## src/rtl/encoder_83_sync.sv

```systemverilog
`default_nettype none
// ============================================================================
// Module      : encoder_83_sync
// Description : Registered 8-to-3 priority encoder for board switch/button
//               lines. Raw inputs are passed through a 2-FF synchroniser and a
//               debouncer, then encoded (bit 7 highest priority). Presents a
//               valid flag, a one-cycle change strobe and a press counter.
//               Optional macro ENCODER_83_ONEHOT_CHECK_EN flags multi-hot
//               debounced vectors on err and suppresses the code meanwhile;
//               when undefined, err stays 0.
// Revision    : 1.0 - initial release
// ============================================================================
module encoder_83_sync #(
  parameter int DEBOUNCE_CYCLES = 4
) (
  input  logic       clk,
  input  logic       rst,
  input  logic [7:0] din,
  output logic [2:0] dout,
  output logic       valid,
  output logic       stb,
  output logic       err,
  output logic [7:0] evt_cnt
);

  // Counter must hold values 0..DEBOUNCE_CYCLES inclusive.
  localparam int CW = (DEBOUNCE_CYCLES > 1) ? $clog2(DEBOUNCE_CYCLES + 1) : 1;
  localparam logic [CW-1:0] c_DEB    = CW'(DEBOUNCE_CYCLES);
  localparam logic [CW-1:0] c_DEB_M1 = CW'(DEBOUNCE_CYCLES - 1);

  typedef enum logic [0:0] {
    IDLE   = 1'b0,
    ACTIVE = 1'b1
  } state_t;

  logic [7:0]    r_s1;
  logic [7:0]    r_din_s;
  logic [7:0]    r_samp;
  logic [CW-1:0] r_cnt;
  logic [7:0]    r_stab;
  state_t        r_state;
  logic [2:0]    r_dout;
  logic          r_valid;
  logic          r_stb;
  logic          r_err;
  logic [7:0]    r_evt_cnt;

  logic [2:0]    w_code;
  logic          w_multi_hot;

  // Two-flop synchroniser for the asynchronous input lines.
  always_ff @(posedge clk or posedge rst) begin
    if (rst) begin
      r_s1    <= 8'd0;
      r_din_s <= 8'd0;
    end else begin
      r_s1    <= din;
      r_din_s <= r_s1;
    end
  end

  // Debounce: accept a vector only after it has been stable long enough.
  always_ff @(posedge clk or posedge rst) begin
    if (rst) begin
      r_samp <= 8'd0;
      r_cnt  <= '0;
      r_stab <= 8'd0;
    end else begin
      if (r_din_s != r_samp) begin
        r_samp <= r_din_s;
        r_cnt  <= '0;
      end else if (r_cnt < c_DEB) begin
        r_cnt <= r_cnt + 1'b1;
      end
      if ((r_cnt == c_DEB_M1) && (r_din_s == r_samp)) begin
        r_stab <= r_samp;
      end
    end
  end

  // Priority encode: later (higher) indices override lower ones.
  always_comb begin
    w_code = 3'd0;
    for (int i = 0; i < 8; i++) begin
      if (r_stab[i]) w_code = 3'(i);
    end
  end

`ifdef ENCODER_83_ONEHOT_CHECK_EN
  // More than one bit set when clearing the lowest set bit leaves anything.
  assign w_multi_hot = |(r_stab & (r_stab - 8'd1));
`else
  assign w_multi_hot = 1'b0;
`endif

  // Output FSM: tracks presence of a code and strobes on each new code.
  always_ff @(posedge clk or posedge rst) begin
    if (rst) begin
      r_state   <= IDLE;
      r_dout    <= 3'd0;
      r_valid   <= 1'b0;
      r_stb     <= 1'b0;
      r_err     <= 1'b0;
      r_evt_cnt <= 8'd0;
    end else begin
      r_stb <= 1'b0;
      r_err <= w_multi_hot;
      if (w_multi_hot) begin
        // Ambiguous input: withdraw the code but keep dout as it was.
        r_state <= IDLE;
        r_valid <= 1'b0;
      end else begin
        case (r_state)
          IDLE: begin
            r_valid <= 1'b0;
            if (r_stab != 8'd0) begin
              r_state   <= ACTIVE;
              r_valid   <= 1'b1;
              r_dout    <= w_code;
              r_stb     <= 1'b1;
              r_evt_cnt <= r_evt_cnt + 8'd1;
            end
          end
          ACTIVE: begin
            r_valid <= 1'b1;
            if (r_stab == 8'd0) begin
              r_state <= IDLE;
              r_valid <= 1'b0;
            end else if (w_code != r_dout) begin
              r_dout <= w_code;
              r_stb  <= 1'b1;
            end
          end
          default: begin
            r_state <= IDLE;
            r_valid <= 1'b0;
          end
        endcase
      end
    end
  end

  assign dout    = r_dout;
  assign valid   = r_valid;
  assign stb     = r_stb;
  assign err     = r_err;
  assign evt_cnt = r_evt_cnt;

endmodule
`default_nettype wire

```

## config.mk

```make
export PLATFORM = sky130hd
export DESIGN_NAME = encoder_83_sync
export DESIGN_NICKNAME = d
export VERILOG_FILES = /design/src/rtl/encoder_83_sync.sv
export SDC_FILE = /design/constraint.sdc
export NUM_CORES = 1
export LEC_CHECK = 0
export CORE_MARGIN = 5
export CORE_UTILIZATION = 35
export CTS_BUF_LIST = sky130_fd_sc_hd__clkbuf_8
export CTS_CLUSTER_DIAMETER = 120
export DETAILED_ROUTE_END_ITERATION = 7
export PLACE_DENSITY_LB_ADDON = 0.3
export SYNTH_ARGS = -nofsm -noshare
export SYNTH_HDL_FRONTEND = slang
export SYNTH_SLANG_ARGS = --single-unit
export TNS_END_PERCENT = 1
```

## constraint.sdc

```tcl
create_clock -name clk -period 3.3 [get_ports clk]
set_input_delay 0.66 -clock clk [delete_from_list [all_inputs] [get_ports clk]]
set_output_delay 0.66 -clock clk [all_outputs]
set_load 0.005 [all_outputs]
```

==> results.yml <==
outcome:
  status: "complete, no violations"
cts:
  postCtsHoldBufs: 0
  htree_levels: 2
  cts_setup_buffers: 0
  cts_buffers: 5
  ctsResizeCount: 0
  tritoncts: "yes"
  clk_latency_ns: 0.29
  clockBufferDepth: 2
  clkSlewWorstSetupHoldPaths_ns: 0.09
  cts.sinks: 48
  cts_root_buf: "clkbuf_8"
route:
  drt_iter0_drc: 47
  vias_per_cell: 4.45
  drc: 0
  wl_per_cell_um: 12.0
  ant_nets: 0
  drtPass1Iterations: 4
  vias: 971
  routed_wl_um: 2620
place:
  place.gp.congestion: 0.714
  io_buffer_count: 22
  dp_hpwl_um: 2050
synth:
  synth_top_area_share_pct: 65.8
  synthTopCellsByCount: "dfrtp_1 (48), xor2_1 (12), clkbuf_1 (8), mux2_4 (8), xnor2_1 (7)"
  yosys_warnings: 0
  synthesis.area_um2: 1830
  yosys_most_used_dff: "dfrtp_1"
  synth_edf_count: 0
  postSynthCellCount: 126
  avgSynthCellArea_um2: 14.5
  asyncSetResetFlopFracSynth_pct: 100
  synth_seq_area_share_pct: 65.8
  yosysMostFrequentCell: "dfrtp_1"
  synth.distinct_cells: 25
  synth_area_leaders: "dfrtp_1 (66%), mux2_4 (6.6%), xor2_1 (5.8%)"
  syn_nets: 139
  yosysTopAreaCell: "dfrtp_1"
  synth_seq_cells: 48
timing:
  fin_crit_ns: 1.92
  hold_violations: 0
  relSlewSlack_pct: 66.0
  worst_slew_pin_slew_ns: 0.507
  rsz0062_at_grt: "no"
  fin_skew_ns: 0.00558
  post-route-period-util_pct: 58.3
  setup_viol: 0
  tns_ns: 0
  fmax_mhz: 520
  drv_slew: 0
power_and_ir_drop:
  p_leak_nw: 1.02
  total_power_mw: 1.00
  power_density_nw_per_um2: 455
  ir_drop_mv: 0.278
final_layout:
  area_growth_syn_to_layout_pct: 20.5
  diodes: 0
  drive_gt1_share_pct: 17.6
  final_util_pct: 43.3
  finalNetCount: 160
floorplanning:
  die-area_um2: 6760
  rows: 26
  coreArea_um2: 5070
  die_h_um: 82.2
  fp.dieW_um: 82.2
  ios: 24
  start_util_pct: 36.0
global_route:
  grt_pass1_vias: 989
  grt_overflow: 0
  track_usage_pct: 9.09
  grt_pass1_wl_um: 4620
  antenna_found_initial: 0
  grt_max_degree: 34
setup_path:
  slowest_delay_ns: 0.53
  crit_path_cell_trace: "clkdlybuf4s50_1"
  crit_slowest_cell: "clkdlybuf4s50_1"
  cp-startpoint: "evt_cnt[2]"
  worstReg2RegEnd: "r_stab[7]"
  reg2reg_slack_ns: 1.64
  worstPathMaxFanout: 5
  end_kind: "primary output"
  r2r-start: "r_samp[6]"
  cp_data_required_time_ns: 2.64
  cp_top_family: "buffers and inverters"
  crit_cells: 1
  start_kind: "flop"
  critical_path_class: "flop to primary output"
  arrival_ns: 1.26
  r2r_cells: 4
  cp-endpoint: "evt_cnt[2]"
  path_buf_inv: 1
run:
  drv_cap: 0
worst_hold_path:
  hold_path.class: "flop to flop"
==> area by class of cell <==
cell class	count	area (um2)
Clock inverter	2	13.8
Clock buffer	6	82.6
Fill cell	489	2880
Multi-Input combinational cell	65	572
Inverter	4	15.0
Timing Repair Buffer	23	228
Sequential cell	48	1200
Tap cell	70	87.6
==> worst min-delay path by stage <==
stage                        from          to  slack [ns]  depth (start not counted)
final                     r_s1[1]  r_din_s[1]        0.36                          0
after global routing      r_s1[1]  r_din_s[1]        0.36                          0
after CTS                 r_s1[1]  r_din_s[1]        0.36                          0
after detailed placement  r_s1[1]  r_din_s[1]        0.34                          0
after global placement    r_s1[7]  r_din_s[7]        0.33                          0
after floorplan           r_s1[0]  r_din_s[0]        0.33                          0
==> worst reg2reg max path, cell delays in order (launching register included) <==
cell,delay [ns]
dfrtp_1,0.40
xor2_1,0.17
nor4_2,0.43
nand3_4,0.22
mux2_4,0.34
==> where the power goes <==
group	total [mW]	internal (mW)	leakage, nW	switching, mW
Sequential	0.611	0.603	0.615	0.00824
Combinational	0.0334	0.0153	0.355	0.0180
Clock	0.356	0.171	0.0516	0.185
Total	1.00	0.789	1.02	0.211
==> logic make-up after synthesis <==
logic type | after synthesis | synth area share [%]
and+or+nand+nor | 24 | 9.18
muxes | 11 | 8.36
adders and majority gates | 3 | 2.06
other | 1 | 0.205
AOI/OAI and AO/OA | 7 | 2.40
buffers and inverters | 13 | 2.88
xor gates and xnor gates | 19 | 9.12
DFF | 48 | 65.8
==> metrics by stage <==
stage                     hold WS [ns]  cell area, um2  cells  setup slack, ns
final                            0.355            2200    218             1.38
after global routing             0.359            2200    218             1.30
after CTS                        0.357            2200    218             1.36
after detailed placement         0.337            2100    210             1.53
after global placement           0.333            2100    210             1.57
after floorplan                  0.331            1830    126             1.50
==> layout by cell type (no fill, tap or decap), drive strengths merged <==
cell type / instances
a21oi: 4
and3: 1
and4: 1
buf: 1
clkbuf: 6
clkdlybuf4s50: 22
clkinv: 2
conb: 1
dfrtp: 48
ha: 3
inv: 4
mux2: 10
mux2i: 1
nand2: 6
nand3: 5
nand4: 2
nor2: 5
nor4: 4
o21a: 1
o21ai: 1
o31ai: 1
xnor2: 7
xor2: 12
==> state kept, by name, indices dropped and copies added, names as in the netlist <==
signal and count:
r_din_s 8, r_stab 8, dout 3, r_samp 8, r_s1 8, r_cnt 3
valid 1, evt_cnt 8, stb 1
==> routing by layer <==
layer  track usage, %  routed length, um  part of all wire (%)  vias up
met4             3.16                 10                  0.38        0
li1                 -                  -                     -      455
met3             3.58                165                   6.3        2
met2             14.7               1420                    54       22
met1             11.0               1020                    39      492
met5                0                  0                     0        -
Power figures use the tool's default switching activity.
==> variant, RTL diff (same flow settings) <==
Take the reset off `r_din_s` and load it in a clocked block of its own.
--- a/src/rtl/encoder_83_sync.sv
+++ b/src/rtl/encoder_83_sync.sv
@@ -53,9 +53,11 @@
     if (rst) begin
       r_s1    <= 8'd0;
-      r_din_s <= 8'd0;
     end else begin
       r_s1    <= din;
-      r_din_s <= r_s1;
     end
+  end
+
+  always_ff @(posedge clk) begin
+    r_din_s <= r_s1;
   end
 
Function: no difference found for any inputs over 10 cycles, from zero or initial values and one cycle with rst high; that may be too few to reach the edited logic, so the function may still have changed.
==> variant against the unedited design <==
- fmax increased by 0.32%
- sequential cell count unchanged
- routed wire length decreased by 3.3%
- power increased by 6.0%
- global-route usage increased by 0.42 points
- critical path type unchanged
- synthesized area decreased by 2.2%
- cell area decreased by 0.91%
- worst setup slack improved by 6.1 ps
- largest cell class unchanged
==> variant: results (changes against the unedited design) <==
Place
  – Final HPWL DP: 1880 um (-8.1%)
  – Global placement routability congestion: 0.7467 (+4.6%)
  – Dpl cells: 210 (unchanged)

Status
  – Outcome: completed

Cells and area
  – NonClk Buf Share: 10.45% (+0.095 points)
  – Multi-input combinational area share: 26.23% (+0.24 points)
  – Clock buf count: 5 (-1)
  – ClkCell Share: 5.339% (+0.96 points)
  – Register area: 1161 sq um (-3.3%)
  – Filler Cells Inserted: 472 (-3.5%)

Critical path
  – R2R Setup Slk: 1620 ps (-20 ps)
  – Worst setup path startpoint: evt_cnt[3]
  – Critical Path AT: 1260 ps (about the same)
  – Reg2reg path depth: 4 (unchanged)
  – CP endpoint: evt_cnt[3]
  – Reg-to-reg critical path endpoint: r_stab[3]

Logic synthesis
  – Synth top cells by count: 40 x dfrtp_1, 12 x xor2_1, 8 x clkbuf_1, 8 x dfxtp_1, 8 x mux2_4
  – Synth cell types: 26 (+4.0%)
  – Asr flop ratio synth: 83.33% (-17 points)
  – Ranking of synthesized cells by area: dfrtp_1 56%, dfxtp_1 9.0%, mux2_4 6.7%
  – Sequential area share after synthesis: 65.03% (-0.77 points)

Min path
  – Worst hold start: r_s1[0]
  – Hold endpoint: r_din_s[0]

Global routing
  – Met3 GRT Util: 4.057% (+0.48 points)
  – All-Layer GR Usage: 9.512% (+0.42 points)
  – Vias in the first global route: 971 (-1.8%)
  – Largest net degree at the start of global routing: 41 (+21%)
  – Grt met1 use: 11.14% (+0.093 points)
  – GRT met2 Usage: 15.47% (+0.81 points)
  – First-pass GRT wire length: 4609 um (-0.15%)

Drt
  – DRT iter0 DRCs: 41 (-13%)
  – Met1 wire length: 1078 um (+5.4%)
  – WL final: 2535 um (-3.3%)
  – First drt pass iteration count: 4 (unchanged)
  – Met2 WL post-DR: 1218 um (-14%)
  – Met3 WL: 204 um (+24%)
  – Via Count: 924 (-4.8%)

Power
  – P_int: 0.8447 mW (+7.0%)
  – Leak pwr: 1.006 nW (-1.5%)
  – Sequential group share of total power: 57.5% (-3.6 points)
  – Clk. pwr: 0.419 mW (+18%)
  – Maximum VDD drop: 0.3235 mV (+16%)

CTS
  – Worst-path clk slew: 80 ps
variant: cell count changes after synthesis:
cell	before	now
dfxtp_1	0	8
dfrtp_1	48	40
variant: kinds of logic (layout without fill, tap and decap cells):
family          count (synthesis)  after routing  share of synthesized area, %
other cells                     1              1                        0.2100
simple gates                   24             24                         9.391
compound gates                  7              7                         2.453
flops                          48             48                         65.03
fa+ha+maj                       3              3                         2.103
buf+inv                        13             35                         2.943
mux                            11             11                         8.550
xor+xnor                       19             19                         9.320
variant: metrics by stage:
| stage | util, % | worst slack, ps | power (mW) | hold WS (ps) | cell area, sq um |
|---|---|---|---|---|---|
| after floorplan | - | 1722 | 0.6408 | 324.2 | 1785 |
| after global placement | 40.92 | 1609 | 0.6533 | 325.7 | 2063 |
| after detailed placement | 40.92 | 1611 | 0.6550 | 326.9 | 2063 |
| after CTS | 43.23 | 1354 | 1.078 | 346.0 | 2180 |
| after global routing | 43.23 | 1294 | 1.115 | 353.6 | 2180 |
| final | 43.23 | 1383 | 1.060 | 346.6 | 2180 |
